===== config.mk =====
export PLATFORM = sky130hd
export DESIGN_NAME = write_buffer
export DESIGN_NICKNAME = d
export VERILOG_FILES = /design/src/rtl/write_buffer.sv
export SDC_FILE = /design/constraint.sdc
export NUM_CORES = 1
export LEC_CHECK = 0
export ABC_AREA = 1
export BUFFER_PORTS_ARGS = -buffer_cell sky130_fd_sc_hd__buf_2
export CORE_MARGIN = 10
export CORE_UTILIZATION = 55
export CTS_CLUSTER_SIZE = 40
export DETAILED_ROUTE_END_ITERATION = 10
export MAX_ROUTING_LAYER = met4
export PLACE_DENSITY = 0.79
export SLEW_MARGIN = 20
export SYNTH_ARGS = -nofsm -noshare
export SYNTH_HDL_FRONTEND = slang
export SYNTH_SLANG_ARGS = --single-unit

===== constraint.sdc =====
create_clock -name ph1 -period 6.1 [get_ports ph1]
set_clock_uncertainty 0.05 [all_clocks]
set_input_delay 1.525 -clock ph1 [delete_from_list [all_inputs] [get_ports ph1]]
set_output_delay 1.525 -clock ph1 [all_outputs]
set_load 0.05 [all_outputs]

===== src/rtl/write_buffer.sv =====
// rtl/write_buffer.sv - store FIFO in front of mainmem; refill reads wait until every queued store has drained
module write_buffer #(
    parameter int DEPTH = 4,
    parameter int ADRW  = 27
) (
    input  logic            ph1,
    input  logic            reset,
    input  logic            wreq,
    input  logic [ADRW-1:0] wadr,
    input  logic [31:0]     wdata,
    input  logic [3:0]      wbyteen,
    output logic            wready,
    input  logic            rreq,
    input  logic [ADRW-1:0] radr,
    output logic [31:0]     rdata,
    output logic            rack,
    output logic            wbempty,
    output logic [ADRW-1:0] memadr,
    output logic [31:0]     memwdata,
    output logic [3:0]      membyteen,
    output logic            memrwb,
    output logic            memen,
    input  logic [31:0]     memrdata,
    input  logic            memdone
);
    localparam int PW = (DEPTH > 1) ? $clog2(DEPTH) : 1;
    localparam int CW = PW + 1;
    localparam logic [CW-1:0] FULL = CW'(DEPTH);

    localparam logic [1:0] IDLE  = 2'd0;
    localparam logic [1:0] WRITE = 2'd1;
    localparam logic [1:0] READ  = 2'd2;
    localparam logic [1:0] ACK   = 2'd3;

    logic [ADRW-1:0] q_adr  [DEPTH];
    logic [31:0]     q_data [DEPTH];
    logic [3:0]      q_be   [DEPTH];

    logic [PW-1:0]   head;
    logic [PW-1:0]   tail;
    logic [CW-1:0]   count;
    logic [1:0]      state;
    logic [1:0]      state_next;
    logic [ADRW-1:0] rd_adr;
    logic            push;
    logic            pop;
    logic            rd_done;

    // No bypass on full: wready depends only on the registered count and the read request
    assign wready  = (count < FULL) && !rreq;
    assign push    = wreq && wready;
    assign pop     = (state == WRITE) && memdone;
    assign rd_done = (state == READ) && memdone;
    assign wbempty = (count == '0) && (state != WRITE);

    assign memrwb    = (state != WRITE);
    assign memadr    = (state == READ) ? rd_adr : q_adr[head];
    assign memwdata  = q_data[head];
    assign membyteen = (state == READ) ? 4'b1111 : q_be[head];

    // Queued stores always win over a waiting read so the read observes them
    always_comb begin
        state_next = state;
        case (state)
            IDLE: begin
                if (count != '0) begin
                    state_next = WRITE;
                end else if (rreq) begin
                    state_next = READ;
                end
            end
            WRITE: begin
                if (memdone) begin
                    state_next = IDLE;
                end
            end
            READ: begin
                if (memdone) begin
                    state_next = ACK;
                end
            end
            default: state_next = IDLE;
        endcase
    end

    always_ff @(posedge ph1) begin
        if (reset) begin
            state  <= IDLE;
            count  <= '0;
            head   <= '0;
            tail   <= '0;
            memen  <= 1'b0;
            rack   <= 1'b0;
            rdata  <= '0;
            rd_adr <= '0;
        end else begin
            state <= state_next;
            memen <= (state_next == WRITE) || (state_next == READ);
            rack  <= rd_done;
            if (rd_done) begin
                rdata <= memrdata;
            end
            if ((state == IDLE) && (count == '0) && rreq) begin
                rd_adr <= radr;
            end
            if (push) begin
                tail <= tail + 1'b1;
            end
            if (pop) begin
                head <= head + 1'b1;
            end
            if (push && !pop) begin
                count <= count + 1'b1;
            end else if (pop && !push) begin
                count <= count - 1'b1;
            end
        end
    end

    // Entry storage carries no reset; count alone decides which entries are live
    always_ff @(posedge ph1) begin
        if (push) begin
            q_adr[tail]  <= wadr;
            q_data[tail] <= wdata;
            q_be[tail]   <= wbyteen;
        end
    end
endmodule


==> results by group, run 1 <==
Critical path
  • CP top delay family: buffers and inverters
  • Reg2Reg Depth: 6
  • Critical Path AT: 2.85 ns
  • Crit Path Max Fanout: 66
  • Worst path required time: 4.53 ns
  • Cell with the largest stage delay on the worst path: dfxtp_4
  • Worst Setup End Kind: primary output
  • Crit-path cells: buf_4, nor2_1, nor2_1, o21ai_0, nand2_1, nand2_1, nand2_1, buf_2
  • Critical path startpoint category: flip-flop
  • Most frequent CP cell: nand2_1
  • Kind of critical path: reg2out
  • Largest stage delay, worst path: 0.81 ns
  • WP depth: 8
  • CP bufs+invs: 2

Clock tree
  • CTS tree: done
  • CTS sink count: 324
  • Num CTS Buffers: 34
  • Post-cts sizing count: 0
  • Clk Latency, worst-skew pair: 0.51 ns
  • Setup bufs post-CTS: 0
  • H-tree level count: 2
  • Worst-case clock buffer depth: 3
  • Worst-path clk slew: 0.06 ns
  • CTS root buffer: clkbuf_16
  • Hold_buf cts: 0

STA
  • Hold Fails Final Rpt: 0
  • Pins Over Slew Limit: 0
  • Min cycle time layout: 4.42 ns
  • Endpoints failing setup: 0
  • RSZ-0062 raised after global routing: false
  • Slew margin rel.: 30.4%
  • Final TNS setup: 0 ns
  • FMAX: 0.226 GHz
  • Final Cycle Share: 72.5%
  • Least-Margin Pin Slew: 1.04 ns

Drt
  • Post-Route WL: 29,900 um
  • Wire per inst: 18.4 um
  • Via count: 8,738
  • Routed Antenna Nets: 0
  • Initial DRC count: 697
  • DRC viols: 0
  • Vias per cell: 5.37
  • Detailed Routing Iterations Pass 1: 5

Global routing
  • First-pass GRT wire length: 47,100 um
  • Total GRT Usage: 20.9%
  • Gr ovfl total: 0
  • Initial antenna violation count: 6
  • Vias in the first global route: 8,970
  • Pin count of the biggest net entering global routing: 127

Synthesis
  • Top cell type's share of synthesized area: 60.5%
  • Top FF cell, synth: edfxtp_1
  • Yosys reg bits: 324
  • Most frequent cells after synthesis: edfxtp_1 (252), nor2_1 (246), nand2_1 (164)
  • Synth warn: 0
  • Mapped Nets: 1,238
  • Post-synth EDFFs: 252
  • Mapped Area: 0.0125 mm^2
  • Cell with the most instances after synthesis: edfxtp_1
  • Yosys cell types: 28
  • Most area-hungry cell type in the Yosys netlist: edfxtp_1
  • Top cells by area, synth: edfxtp_1 (61%), dfxtp_1 (12%), nor2_1 (7.4%), nand2_1 (4.9%), o21ai_0 (4.9%)
  • Register area share after synthesis: 72.0%
  • Ys async rst share: 0%
  • Mapped Cells: 1,105
  • Post-Syn Area per Cell: 11.3 um^2

Pwr
  • P_leak: 5.78 nW
  • Peak VDD IR: 0.374 mV
  • PD cells: 417 mW/mm^2

Die
  • Initial Util: 55.6%
  • Die W: 171 um
  • Io pins: 227
  • Standard-cell rows: 55
  • Core box area: 0.0225 mm^2
  • Die ar.: 0.0292 mm^2
  • Die H: 171 um

Min path
  • Hold depth: 2
  • Hold Path Class: reg2reg

Cells and area
  • Area occupied by multi-input gates: 0.00308 mm^2
  • Net count, final: 1,442
  • Share of cells above drive strength 1: 22.6%
  • Post-route insts no fill: 1,627
  • Fillers: 1,674
  • Fin util: 66.4%
  • Layout overhead on the synthesized area: 19.5%
  • Sequential cell area: 0.00901 mm^2

Placed design
  • # placed instances: 1,557
  • Hpwl dp: 18,300 um
  • Input/output buffers: 226
  • Gpl congestion: 0.743

Job
  • Max-cap viol count: 0

Run status
  • Outcome: complete, no violations
placed cells by master, fill, tap and decap left out, drive strengths merged, types with 5 or more instances in the layout:
cell / n
edfxtp: 252
nor2: 248
buf: 236
nand2: 167
o21ai: 153
dfxtp: 72
clkbuf: 50
a21oi: 45
nand3: 34
o22ai: 32
inv: 24
clkinv: 11
diode: 7
ha: 5
final cells by class:
class                   count  share of cell area (%)
clock buffers              50                    6.86
flip-flops and latches    324                    60.3
diodes                      7                   0.117
repair buffers            236                    8.54
clock inverters            12                   0.561
inverters                  24                   0.636
multi-input cells         689                    20.6
well taps                 285                    2.39
registers in the layout, summed over array words and instances, names as in the netlist, named ones only:
register / cells
q_be: 16
q_adr: 108
rd_adr: 27
head: 2
state: 2
rack: 1
memen: 1
count: 3
tail: 2
rdata: 32
q_data: 128
kinds of logic after synthesis:
kind of cell	after synthesis	synth area share, %
and+or+nand+nor	450	14.0
DFF	324	72.0
AOI/OAI and AO/OA	232	9.63
buffers and inverters	92	3.59
adders and majority gates	6	0.660
xor gates and xnor gates	1	0.0700
stage by stage:
| stage | total power, mW | instance area [um^2] | setup slack, ns | hold slack (ns) |
|---|---|---|---|---|
| 2_1_floorplan | 3.89 | 12500 | 0.297 | 0.394 |
| 3_3_place_gp | 4.25 | 13800 | 2.25 | 0.395 |
| 3_5_place_dp | 4.29 | 13800 | 2.18 | 0.399 |
| 4_1_cts | 6.28 | 14900 | 1.59 | 0.408 |
| 5_1_grt | 6.53 | 14900 | 1.36 | 0.428 |
| 6_report | 6.24 | 14900 | 1.68 | 0.409 |
power by group:
| part | leakage [nW] | switching (mW) | total (mW) | internal, mW |
|---|---|---|---|---|
| Clock | 0.549 | 0.799 | 2.01 | 1.21 |
| Sequential | 2.87 | 0.0900 | 2.64 | 2.55 |
| Combinational | 2.36 | 1.24 | 1.60 | 0.357 |
routing by layer:
metal / wire length (um) / vias to the layer above / share of wire, % / global-route usage, %
li1: - / 4252 / - / -
met1: 11800 / 4145 / 40 / 24.8
met2: 15600 / 292 / 52 / 35.6
met3: 1880 / 49 / 6.3 / 4.31
met4: 581 / 0 / 1.9 / 6.06
met5: 0 / - / 0 / -
worst reg2reg max path, cell delays in order (launching register included):
cell and delay (ns):
dfxtp_1 0.35, inv_2 0.07, nor2_4 0.68, buf_4 0.42
nand2_2 0.46, nand2_1 0.22, a21oi_1 0.09
worst paths after layout:
path,startpoint,to,slack [ns]
setup / recovery,flip-flop,memadr[16],1.68
setup reg to reg,state[1],rdata[14],3.62
hold reg to reg,rdata[1],rdata[1],0.41
hold / removal,rdata[1],rdata[1],0.41
Note: power is estimated with default switching activity, not from simulation.
==> run 2, diff against run 1 <==
--- a/config.mk
+++ b/config.mk
@@ -5,14 +5,14 @@
 export SDC_FILE = /design/constraint.sdc
 export NUM_CORES = 1
 export LEC_CHECK = 0
-export ABC_AREA = 1
+export ABC_AREA = 0
 export BUFFER_PORTS_ARGS = -buffer_cell sky130_fd_sc_hd__buf_2
 export CORE_MARGIN = 10
-export CORE_UTILIZATION = 55
+export CORE_UTILIZATION = 50
 export CTS_CLUSTER_SIZE = 40
 export DETAILED_ROUTE_END_ITERATION = 10
 export MAX_ROUTING_LAYER = met4
-export PLACE_DENSITY = 0.79
+export PLACE_DENSITY = 0.76
 export SLEW_MARGIN = 20
 export SYNTH_ARGS = -nofsm -noshare
 export SYNTH_HDL_FRONTEND = slang
==> constraint.sdc (replaced) <==
create_clock -name ph1 -period 3.92 [get_ports ph1]
set_clock_uncertainty 0.05 [all_clocks]
set_input_delay 0.98 -clock ph1 [delete_from_list [all_inputs] [get_ports ph1]]
set_output_delay 0.98 -clock ph1 [all_outputs]
set_load 0.05 [all_outputs]
==> run 2 against run 1 <==
Compared with the run above: flip-flop and latch count is the same; synthesized area is 0.68% higher; hold slack got worse by 0.0076 ns; critical path depth shrank 5; first-iteration DRC count fell by 37%; clock power increased by 65%; via count fell by 18%; worst setup slack worse by 1.2 ns; synthesized cell count is 32% lower; sequential share of layout area fell by 1.2 points; critical endpoint is now memwdata[5].
==> results by group, run 2 <==
Pwr
  • P_leak: 5.40 nW
  • Psw: 3.40 mW
  • Logic gate share of total power: 27.2%
  • PD cells: 670 mW/mm^2
  • Clk pwr share: 32.5%
  • Peak VDD IR: 0.368 mV
  • Pint: 6.82 mW
  • Flop pwr share: 40.3%
  • Switching part of the total: 33.2%

Synthesis
  • Yosys cell types: 41
  • Register area share after synthesis: 71.5%
  • Most area-hungry cell type in the Yosys netlist: edfxtp_1
  • Mapped Area: 0.0126 mm^2
  • Post-Syn Area per Cell: 16.8 um^2
  • Most frequent cells after synthesis: edfxtp_1 (252), mux2i_1 (83), dfxtp_1 (72)
  • Top FF cell, synth: edfxtp_1
  • Mapped Cells: 748
  • Top cell type's share of synthesized area: 60.1%
  • Ys async rst share: 0%
  • Cell with the most instances after synthesis: edfxtp_1
  • Yosys reg bits: 324
  • Mapped Nets: 881
  • Post-synth EDFFs: 252
  • Synth warn: 0
  • Top cells by area, synth: edfxtp_1 (60%), dfxtp_1 (11%), mux2i_1 (6.6%), mux4_2 (6.4%), nand2b_1 (2.7%)

Cells and area
  • Leading registers by flop count: q_data (128), q_adr (108), rdata (32)
  • Max FFs per register: 128
  • Commonest cells after routing, fill and taps aside: edfxtp_1 (252), buf_2 (226), mux2i_1 (83), dfxtp_1 (70), nand2_1 (64)
  • Layout overhead on the synthesized area: 21.1%
  • Fillers: 1,900
  • Net count, final: 1,116
  • Most common cell after layout, fill and taps aside: edfxtp_1
  • Post-route insts no fill: 1,348
  • Top reg by flops: q_data
  • Share of cells above drive strength 1: 35.7%

Critical path
  • Worst path required time: 2.89 ns
  • Worst Setup End Kind: primary output
  • Critical Path AT: 2.38 ns
  • Cell with the largest stage delay on the worst path: dfxtp_2
  • CP top delay family: buffers and inverters
  • Critical path startpoint category: flip-flop
  • Crit Path Max Fanout: 20
  • Largest stage delay, worst path: 0.61 ns
  • Crit-path cells: buf_4, mux4_2, buf_2
  • Kind of critical path: reg2out
  • CP bufs+invs: 2

STA
  • Slew margin rel.: 51.7%
  • Min cycle time layout: 3.41 ns
  • Pins Over Slew Limit: 0
  • Endpoints failing setup: 0
  • FMAX: 0.294 GHz
  • Final TNS setup: 0 ns
  • RSZ-0062 raised after global routing: false
  • Final Cycle Share: 86.9%
  • Least-Margin Pin Slew: 0.724 ns
  • Hold Fails Final Rpt: 0

Die
  • Io pins: 227
  • Initial Util: 50.4%
  • Die ar.: 0.0319 mm^2
  • Die H: 179 um
  • Die W: 179 um
  • Core box area: 0.0250 mm^2
  • Standard-cell rows: 58

Placed design
  • Hpwl dp: 18,000 um
  • Input/output buffers: 226
  • # placed instances: 1,275
  • Gpl congestion: 0.742

Global routing
  • First-pass GRT wire length: 41,800 um
  • Vias in the first global route: 7,662
  • Gr ovfl total: 0
  • Pin count of the biggest net entering global routing: 61
  • Total GRT Usage: 17.3%
  • Initial antenna violation count: 4

Drt
  • WL met1: 11,400 um
  • Initial DRC count: 438
  • Detailed Routing Iterations Pass 1: 5
  • Via count: 7,166
  • Vias per cell: 5.32
  • Met2 WL: 13,400 um
  • Wire per inst: 20.4 um
  • DRC viols: 0
  • Top sig layer: met4
  • Met3 WL post-DR: 2170 um
  • Post-Route WL: 27,500 um
  • Routed Antenna Nets: 0

Clock tree
  • Worst-path clk slew: 0.06 ns
  • CTS sink count: 324
  • CTS root buffer: clkbuf_16
  • Setup bufs post-CTS: 0
  • CTS tree: done
  • Num CTS Buffers: 36
  • H-tree level count: 2
  • Post-cts sizing count: 0
  • Clk Latency, worst-skew pair: 0.50 ns
  • Worst-case clock buffer depth: 3
  • Hold_buf cts: 0

Min path
  • Hold Path Class: reg2reg

Run status
  • Outcome: complete, no violations

Job
  • Max-cap viol count: 0
==> run 2: logic make-up after synthesis <==
kind of cell / Yosys count / share of synthesized area, %
AOI/OAI and AO/OA: 68 / 4.55
adders and majority gates: 6 / 0.656
xor gates and xnor gates: 5 / 0.348
DFF: 324 / 71.5
buffers and inverters: 48 / 2.54
muxes: 119 / 13.0
and+or+nand+nor: 178 / 7.31
==> run 2: layout make-up <==
class / instances / area, um^2 / area share (%)
Clock inverter: 16 / 181 / 1.19
Clock buffer: 50 / 1010 / 6.60
Inverter: 4 / 15.0 / 0.0985
Sequential cell: 324 / 9010 / 59.1
Timing Repair Buffer: 241 / 1330 / 8.73
Tap cell: 330 / 413 / 2.71
Multi-Input combinational cell: 376 / 3270 / 21.5
Antenna cell: 7 / 17.5 / 0.115
==> run 2: final timing paths <==
check / start / endpoint / slack (ns) / cells past startpoint
worst min-delay path: rdata[27] / rdata[27] / 0.40 / 2
worst max-delay path: flip-flop / memwdata[5] / 0.51 / 3
worst min register to register: rdata[27] / rdata[27] / 0.40 / 2
worst max register to register: count[2] / count[2] / 1.53 / 7
==> run 2: per-layer routing <==
metal / global-route usage [%] / vias up
met1: 21.2 / 3546
met3: 4.82 / 38
met4: 4.58 / 0
li1: - / 3318
met5: - / -
met2: 27.8 / 264
==> run 2: power groups by stage <==
stage	clock (mW)	sequential (mW)	combinational (mW)
after global routing	3.53	4.14	2.95
after CTS	3.39	4.12	2.83
after detailed placement	0	4.19	2.82
after floorplan	0	4.26	2.12
final	3.32	4.12	2.78
after global placement	0	4.17	2.80
==> run 2: metrics by stage <==
stage | cell area (um^2) | setup slack, ns | power [mW] | hold slack, ns | utilization [%]
6_report | 15200 | 0.513 | 10.2 | 0.401 | 61.1
5_1_grt | 15200 | 0.330 | 10.6 | 0.415 | 61.1
4_1_cts | 15200 | 0.421 | 10.3 | 0.401 | 61.0
3_5_place_dp | 14000 | 0.820 | 7.01 | 0.393 | 56.3
3_3_place_gp | 14000 | 0.882 | 6.97 | 0.388 | 56.3
2_1_floorplan | 12600 | 0.581 | 6.38 | 0.399 | -
==> run 2: worst register-to-register path, stage by stage, from the launching register on <==
cell	delay, ns
dfxtp_1	0.38
nor3b_2	0.49
ha_1	0.27
inv_1	0.06
fa_1	0.37
xor2_1	0.15
or3_2	0.40
a21oi_1	0.16
